**src/rtl/instr_fetch_unit.sv**
```systemverilog
// Instruction-fetch stage: owns the fetch PC, drives a synchronous instruction memory
// and buffers {instruction, PC} pairs in a FIFO that feeds decode over valid/ready.
module instr_fetch_unit #(
  parameter int                  PC_WIDTH   = 16,
  parameter int                  INST_WIDTH = 32,
  parameter int                  FIFO_DEPTH = 4,
  parameter logic [PC_WIDTH-1:0] RESET_PC   = '0,
  parameter logic [PC_WIDTH-1:0] PC_STEP    = {{(PC_WIDTH-1){1'b0}}, 1'b1}
) (
  input  logic                          sysCLK,
  input  logic                          pRST,
  output logic                          imemReq,
  output logic [PC_WIDTH-1:0]           imemAddr,
  input  logic [INST_WIDTH-1:0]         imemData,
  input  logic                          brTaken,
  input  logic [PC_WIDTH-1:0]           brTarget,
  output logic                          instValid,
  input  logic                          instReady,
  output logic [INST_WIDTH-1:0]         instOut,
  output logic [PC_WIDTH-1:0]           instPC,
  output logic [PC_WIDTH-1:0]           instPCNext,
  output logic [$clog2(FIFO_DEPTH):0]   fifoCount
);

  localparam int PTR_W = $clog2(FIFO_DEPTH);
  localparam int CW    = PTR_W + 1;
  localparam logic [CW:0] DEPTH_C = (CW+1)'(FIFO_DEPTH);

  // Handshake: an entry moves to decode on any rising edge where instValid && instReady
  // and brTaken is low; a redirect flushes the head instead of handing it over twice.

  logic [PC_WIDTH-1:0]   fetch_pc_q, fetch_pc_d;
  logic                  inflight_q, inflight_d;
  logic [PC_WIDTH-1:0]   inflight_pc_q, inflight_pc_d;
  logic [PTR_W-1:0]      rd_ptr_q, rd_ptr_d;
  logic [PTR_W-1:0]      wr_ptr_q, wr_ptr_d;
  logic [CW-1:0]         count_q, count_d;
  logic [INST_WIDTH-1:0] inst_mem_q [FIFO_DEPTH];
  logic [PC_WIDTH-1:0]   pc_mem_q   [FIFO_DEPTH];

  logic [CW:0] credit_used;
  logic        issue;
  logic        push;
  logic        pop;
  logic        head_valid;

  assign head_valid  = (count_q != '0);
  // In-flight requests reserve a slot, so a response always finds room.
  assign credit_used = {1'b0, count_q} + {{CW{1'b0}}, inflight_q};
  assign issue       = !pRST && !brTaken && (credit_used < DEPTH_C);
  assign push        = inflight_q && !brTaken;
  assign pop         = head_valid && instReady && !brTaken;

  always_comb begin
    fetch_pc_d    = fetch_pc_q;
    inflight_d    = 1'b0;
    inflight_pc_d = inflight_pc_q;
    rd_ptr_d      = rd_ptr_q;
    wr_ptr_d      = wr_ptr_q;
    count_d       = count_q;
    if (brTaken) begin
      fetch_pc_d = brTarget;
      rd_ptr_d   = '0;
      wr_ptr_d   = '0;
      count_d    = '0;
    end else begin
      if (issue) begin
        inflight_d    = 1'b1;
        inflight_pc_d = fetch_pc_q;
        fetch_pc_d    = fetch_pc_q + PC_STEP;
      end
      if (push) wr_ptr_d = wr_ptr_q + PTR_W'(1);
      if (pop)  rd_ptr_d = rd_ptr_q + PTR_W'(1);
      if (push && !pop)      count_d = count_q + CW'(1);
      else if (pop && !push) count_d = count_q - CW'(1);
    end
  end

  always_ff @(posedge sysCLK or posedge pRST) begin
    if (pRST) begin
      fetch_pc_q    <= RESET_PC;
      inflight_q    <= 1'b0;
      inflight_pc_q <= '0;
      rd_ptr_q      <= '0;
      wr_ptr_q      <= '0;
      count_q       <= '0;
    end else begin
      fetch_pc_q    <= fetch_pc_d;
      inflight_q    <= inflight_d;
      inflight_pc_q <= inflight_pc_d;
      rd_ptr_q      <= rd_ptr_d;
      wr_ptr_q      <= wr_ptr_d;
      count_q       <= count_d;
    end
  end

  // Storage needs no reset: count_q alone decides which entries are meaningful.
  always_ff @(posedge sysCLK) begin
    if (!pRST && push) begin
      inst_mem_q[wr_ptr_q] <= imemData;
      pc_mem_q[wr_ptr_q]   <= inflight_pc_q;
    end
  end

  assign imemReq    = issue;
  assign imemAddr   = fetch_pc_q;
  assign instValid  = head_valid;
  assign instOut    = head_valid ? inst_mem_q[rd_ptr_q] : '0;
  assign instPC     = head_valid ? pc_mem_q[rd_ptr_q] : '0;
  assign instPCNext = head_valid ? (pc_mem_q[rd_ptr_q] + PC_STEP) : '0;
  assign fifoCount  = count_q;

endmodule
```
**config.mk**
```make
export PLATFORM = sky130hd
export DESIGN_NAME = instr_fetch_unit
export DESIGN_NICKNAME = d
export VERILOG_FILES = /design/src/rtl/instr_fetch_unit.sv
export SDC_FILE = /design/constraint.sdc
export NUM_CORES = 1
export LEC_CHECK = 0
export ABC_CLOCK_PERIOD_IN_PS = 2900
export BUFFER_PORTS_ARGS = -buffer_cell sky130_fd_sc_hd__buf_2
export CORE_MARGIN = 3
export CORE_UTILIZATION = 57
export CTS_CLUSTER_DIAMETER = 80
export DETAILED_ROUTE_END_ITERATION = 7
export PLACE_DENSITY = 0.89
export SYNTH_ARGS = -nofsm -noshare
export SYNTH_HDL_FRONTEND = slang
export SYNTH_SLANG_ARGS = --single-unit
```
**constraint.sdc**
```tcl
create_clock -name sysCLK -period 2.9 [get_ports sysCLK]
set_clock_uncertainty 0.15 [all_clocks]
set_input_delay 0.145 -clock sysCLK [delete_from_list [all_inputs] [get_ports sysCLK]]
set_output_delay 0.145 -clock sysCLK [all_outputs]
set_load 0.01 [all_outputs]
```
==> impl_metrics.toml <==
[timing]
rsz0062_at_grt = "yes"
setup_violations = 9
tightest_slew_ns = 0.680
maxSlewHeadroom_pct = 54.6
period_needed_ns = 3.12
hold_ws_ns = 0.173
fin_ws_ns = -0.217
max_freq_mhz = 321
fin_setup_tns_ns = -0.969
hold_violations = 0
finalCritPeriodShare_pct = 107
maxSlewViolCount = 0

[floorplanning]
die_y_um = 136
io-pin-count = 137
die_x_um = 136
fp.dieArea_um2 = 18500
initial_utilization_pct = 59.5
rows = 46
fp.coreArea_um2 = 16200

[worst_setup_path]
path_buf_inv = 3
worstSetupStartpointType = "flop"
reg2reg_from = "inflight_q$_DFF_PP0_"
r2r-end = "imemAddr[15]$_DFFE_PP0P_"
slowest_stage = "dfrtp_4"
r2r_cells = 6
required_ns = 2.61
reg2reg_slack_ns = 0.53
cp-startpoint = "rd_ptr_q[0]$_DFFE_PP0P_"
crit_fanout = 6
crit_path_end_kind = "output port"
slowest_delay_ns = 0.51
crit_chain = "buf_12 -> buf_6 -> mux4_2 -> nand3_2 -> nor4_4 -> xnor2_1 -> nor2_1 -> buf_2"
worstPathArrival_ns = 2.82
critPathKind = "flop to output port"
critPathTopFamily = "simple AND/OR/NAND/NOR gates"

[synthesis]
yosys.area_share.xor_xnor_pct = 1.54
synth_adder_area_share_pct = 0.985
async_reset_ff_share_pct = 17.2
synth_ff_type = "edfxtp_1"
netlist_area_um2 = 9660
yosysUniqueCellTypes = 47
synth_most_common_cell = "edfxtp_1"
synthSimpleGateAreaFrac_pct = 11.1
syn-num-nets = 651
synthTopCellsByCount = "edfxtp_1 (192), nand2_1 (69), and2_1 (57), mux4_2 (44), dfrtp_1 (40)"
synth_area_leaders = "edfxtp_1 (60%), dfrtp_1 (10%), mux4_2 (10%)"
synthMuxAreaShare_pct = 11.6
yosysTopAreaCell = "edfxtp_1"
syn_area_per_cell_um2 = 16.3
synth_seq_area_share_pct = 70.1
synth-seq-cells = 232
yosys_warnings = 0
synth_edf_count = 192
synthCells = 592
synth_top_family_by_area = "multiplexers"
yosysTopAreaCellShare_pct = 59.7
synth_compound_area_share_pct = 2.73

[cells_and_area]
diodes = 0
fillCellCount = 894
drive_above_1_share_pct = 33.2
num-nets-final = 868
syn_to_final_growth_pct = 25.6
final_core_utilization_pct = 74.8
stdcell_area_um2 = 12100

[clocking]
clkSlewWorstSetupHoldPaths_ns = 0.06
cts_tree = "built"
cts_sinks = 232
numCtsBuffers = 23
cts_max_path_buffers = 3
cts-root-buf = "clkbuf_16"
clk_latency_ns = 0.50
h-tree-depth = 1

[placed_design]
port_buffers = 136
dpl_cell_area_um2 = 10600
dp_hpwl_um = 13400
place.gp.congestion = 0.864

[drt]
drc = 0
wl_per_cell_um = 24.0
first_iter_violations = 690
drt-met1-wl_um = 9410
vias = 6322
highest_layer = "met4"
viasPerCell = 6.07
detail-route-antenna-nets = 0
drt-pass1-iter-count = 5
wl_met2_um = 12500
wl_met3_um = 2130
finalWirelength_um = 25100

[pwr]
power.density_nw_per_um2 = 905
irDropWorstVdd_v = 0.000561
p_leak_nw = 4.59

[flow_run]
max-cap-violations = 0

[outcome]
violations = "negative setup slack"
status = "complete, but fails checks"

[min_path]
hold_class = "primary input to asynchronous set/reset pin"

[global_routing]
grt_max_degree = 52
grt_overflow = 0
grt_pass1_vias = 6544
grt_antenna_before_repair = 0
grt_util_all_layers_pct = 27.1
grt_pass1_wl_um = 38000
[tightest hold or removal path: cells and delay by family]
kind,cells,cell delay (ns)
buf+inv,3,1.17
[power breakdown]
group,internal (W),switching (W)
registers,0.00394,0.000327
clock network,0.00185,0.00122
logic,0.00161,0.00203
total,0.00740,0.00358
[final cells by class]
class                   count  area (um2)  area share (%)
repair buffers            220        1480            12.2
flip-flops and latches    232        6770            55.8
clock inverters            14         184            1.52
well taps                 216         270            2.23
inverters                  12        46.3           0.382
multi-input cells         320        2770            22.8
clock buffers              28         604            4.98
[through the flow]
stage	power, W	setup slack (ns)	instances
finish	0.0110	-0.217	1042
detailed placement	0.00748	0.234	936
global route	0.0114	-0.273	1042
global placement	0.00735	0.286	936
floorplan	0.00627	0.487	592
CTS	0.0108	-0.00191	1040
[per-layer routing]
layer	global-route usage (%)	vias to the layer above
met5	0	-
met4	9.57	0
met1	37.6	3104
li1	-	2676
met3	3.96	89
met2	44.7	453
[cells by family after synthesis]
logic type / count (synthesis)
and+or+nand+nor: 205
adders and majority gates: 7
xor gates and xnor gates: 17
buffers and inverters: 40
DFF: 232
AOI/OAI and AO/OA: 41
muxes: 50
[what timing repair did]
| action | 4_1_cts | 5_1_grt |
|---|---|---|
| setup endpoints to repair | 14 | 12 |
| buffers inserted | 10 | 2 |
| hold buffers | 52 | 0 |
| hold endpoints to repair | 165 | 0 |
| pin swaps | 6 | 5 |
| gates resized for setup | 17 | 6 |
[worst max-delay path by stage]
stage	end	slack, ns	cells past startpoint
2_1_floorplan	inst_mem_q[0][0]$_DFFE_PP_	0.49	4
3_3_place_gp	instPCNext[15]	0.29	6
3_5_place_dp	instPCNext[12]	0.23	7
4_1_cts	instPCNext[14]	-0.002	8
5_1_grt	instPCNext[14]	-0.27	8
6_report	instPCNext[14]	-0.22	8
[state kept, by name, indices dropped and copies added, names as in the netlist]
name	cells
rd_ptr_q	2
wr_ptr_q	2
inflight_q	1
inflight_pc_q	16
pc_mem_q	64
fifoCount	3
inst_mem_q	128
imemAddr	16
[cells in the final DEF (no fill, tap or decap), drive strengths merged, types with 2 or more instances in the layout]
cell type / n
edfxtp: 192
buf: 168
nand2: 69
and2: 57
dlygate4sd3: 52
mux4: 48
dfrtp: 40
nor2: 32
clkbuf: 28
o21ai: 18
inv: 13
nand3: 13
xnor2: 11
clkinv: 7
nor3: 7
o311ai: 6
xor2: 6
nand4: 6
ha: 6
a21oi: 5
a221o: 4
a31oi: 4
bufinv: 4
nor4: 4
and3: 3
nor3b: 3
nor2b: 3
nand2b: 2
nand4b: 2
clkinvlp: 2
No activity file was read; power rests on OpenSTA's default activity.
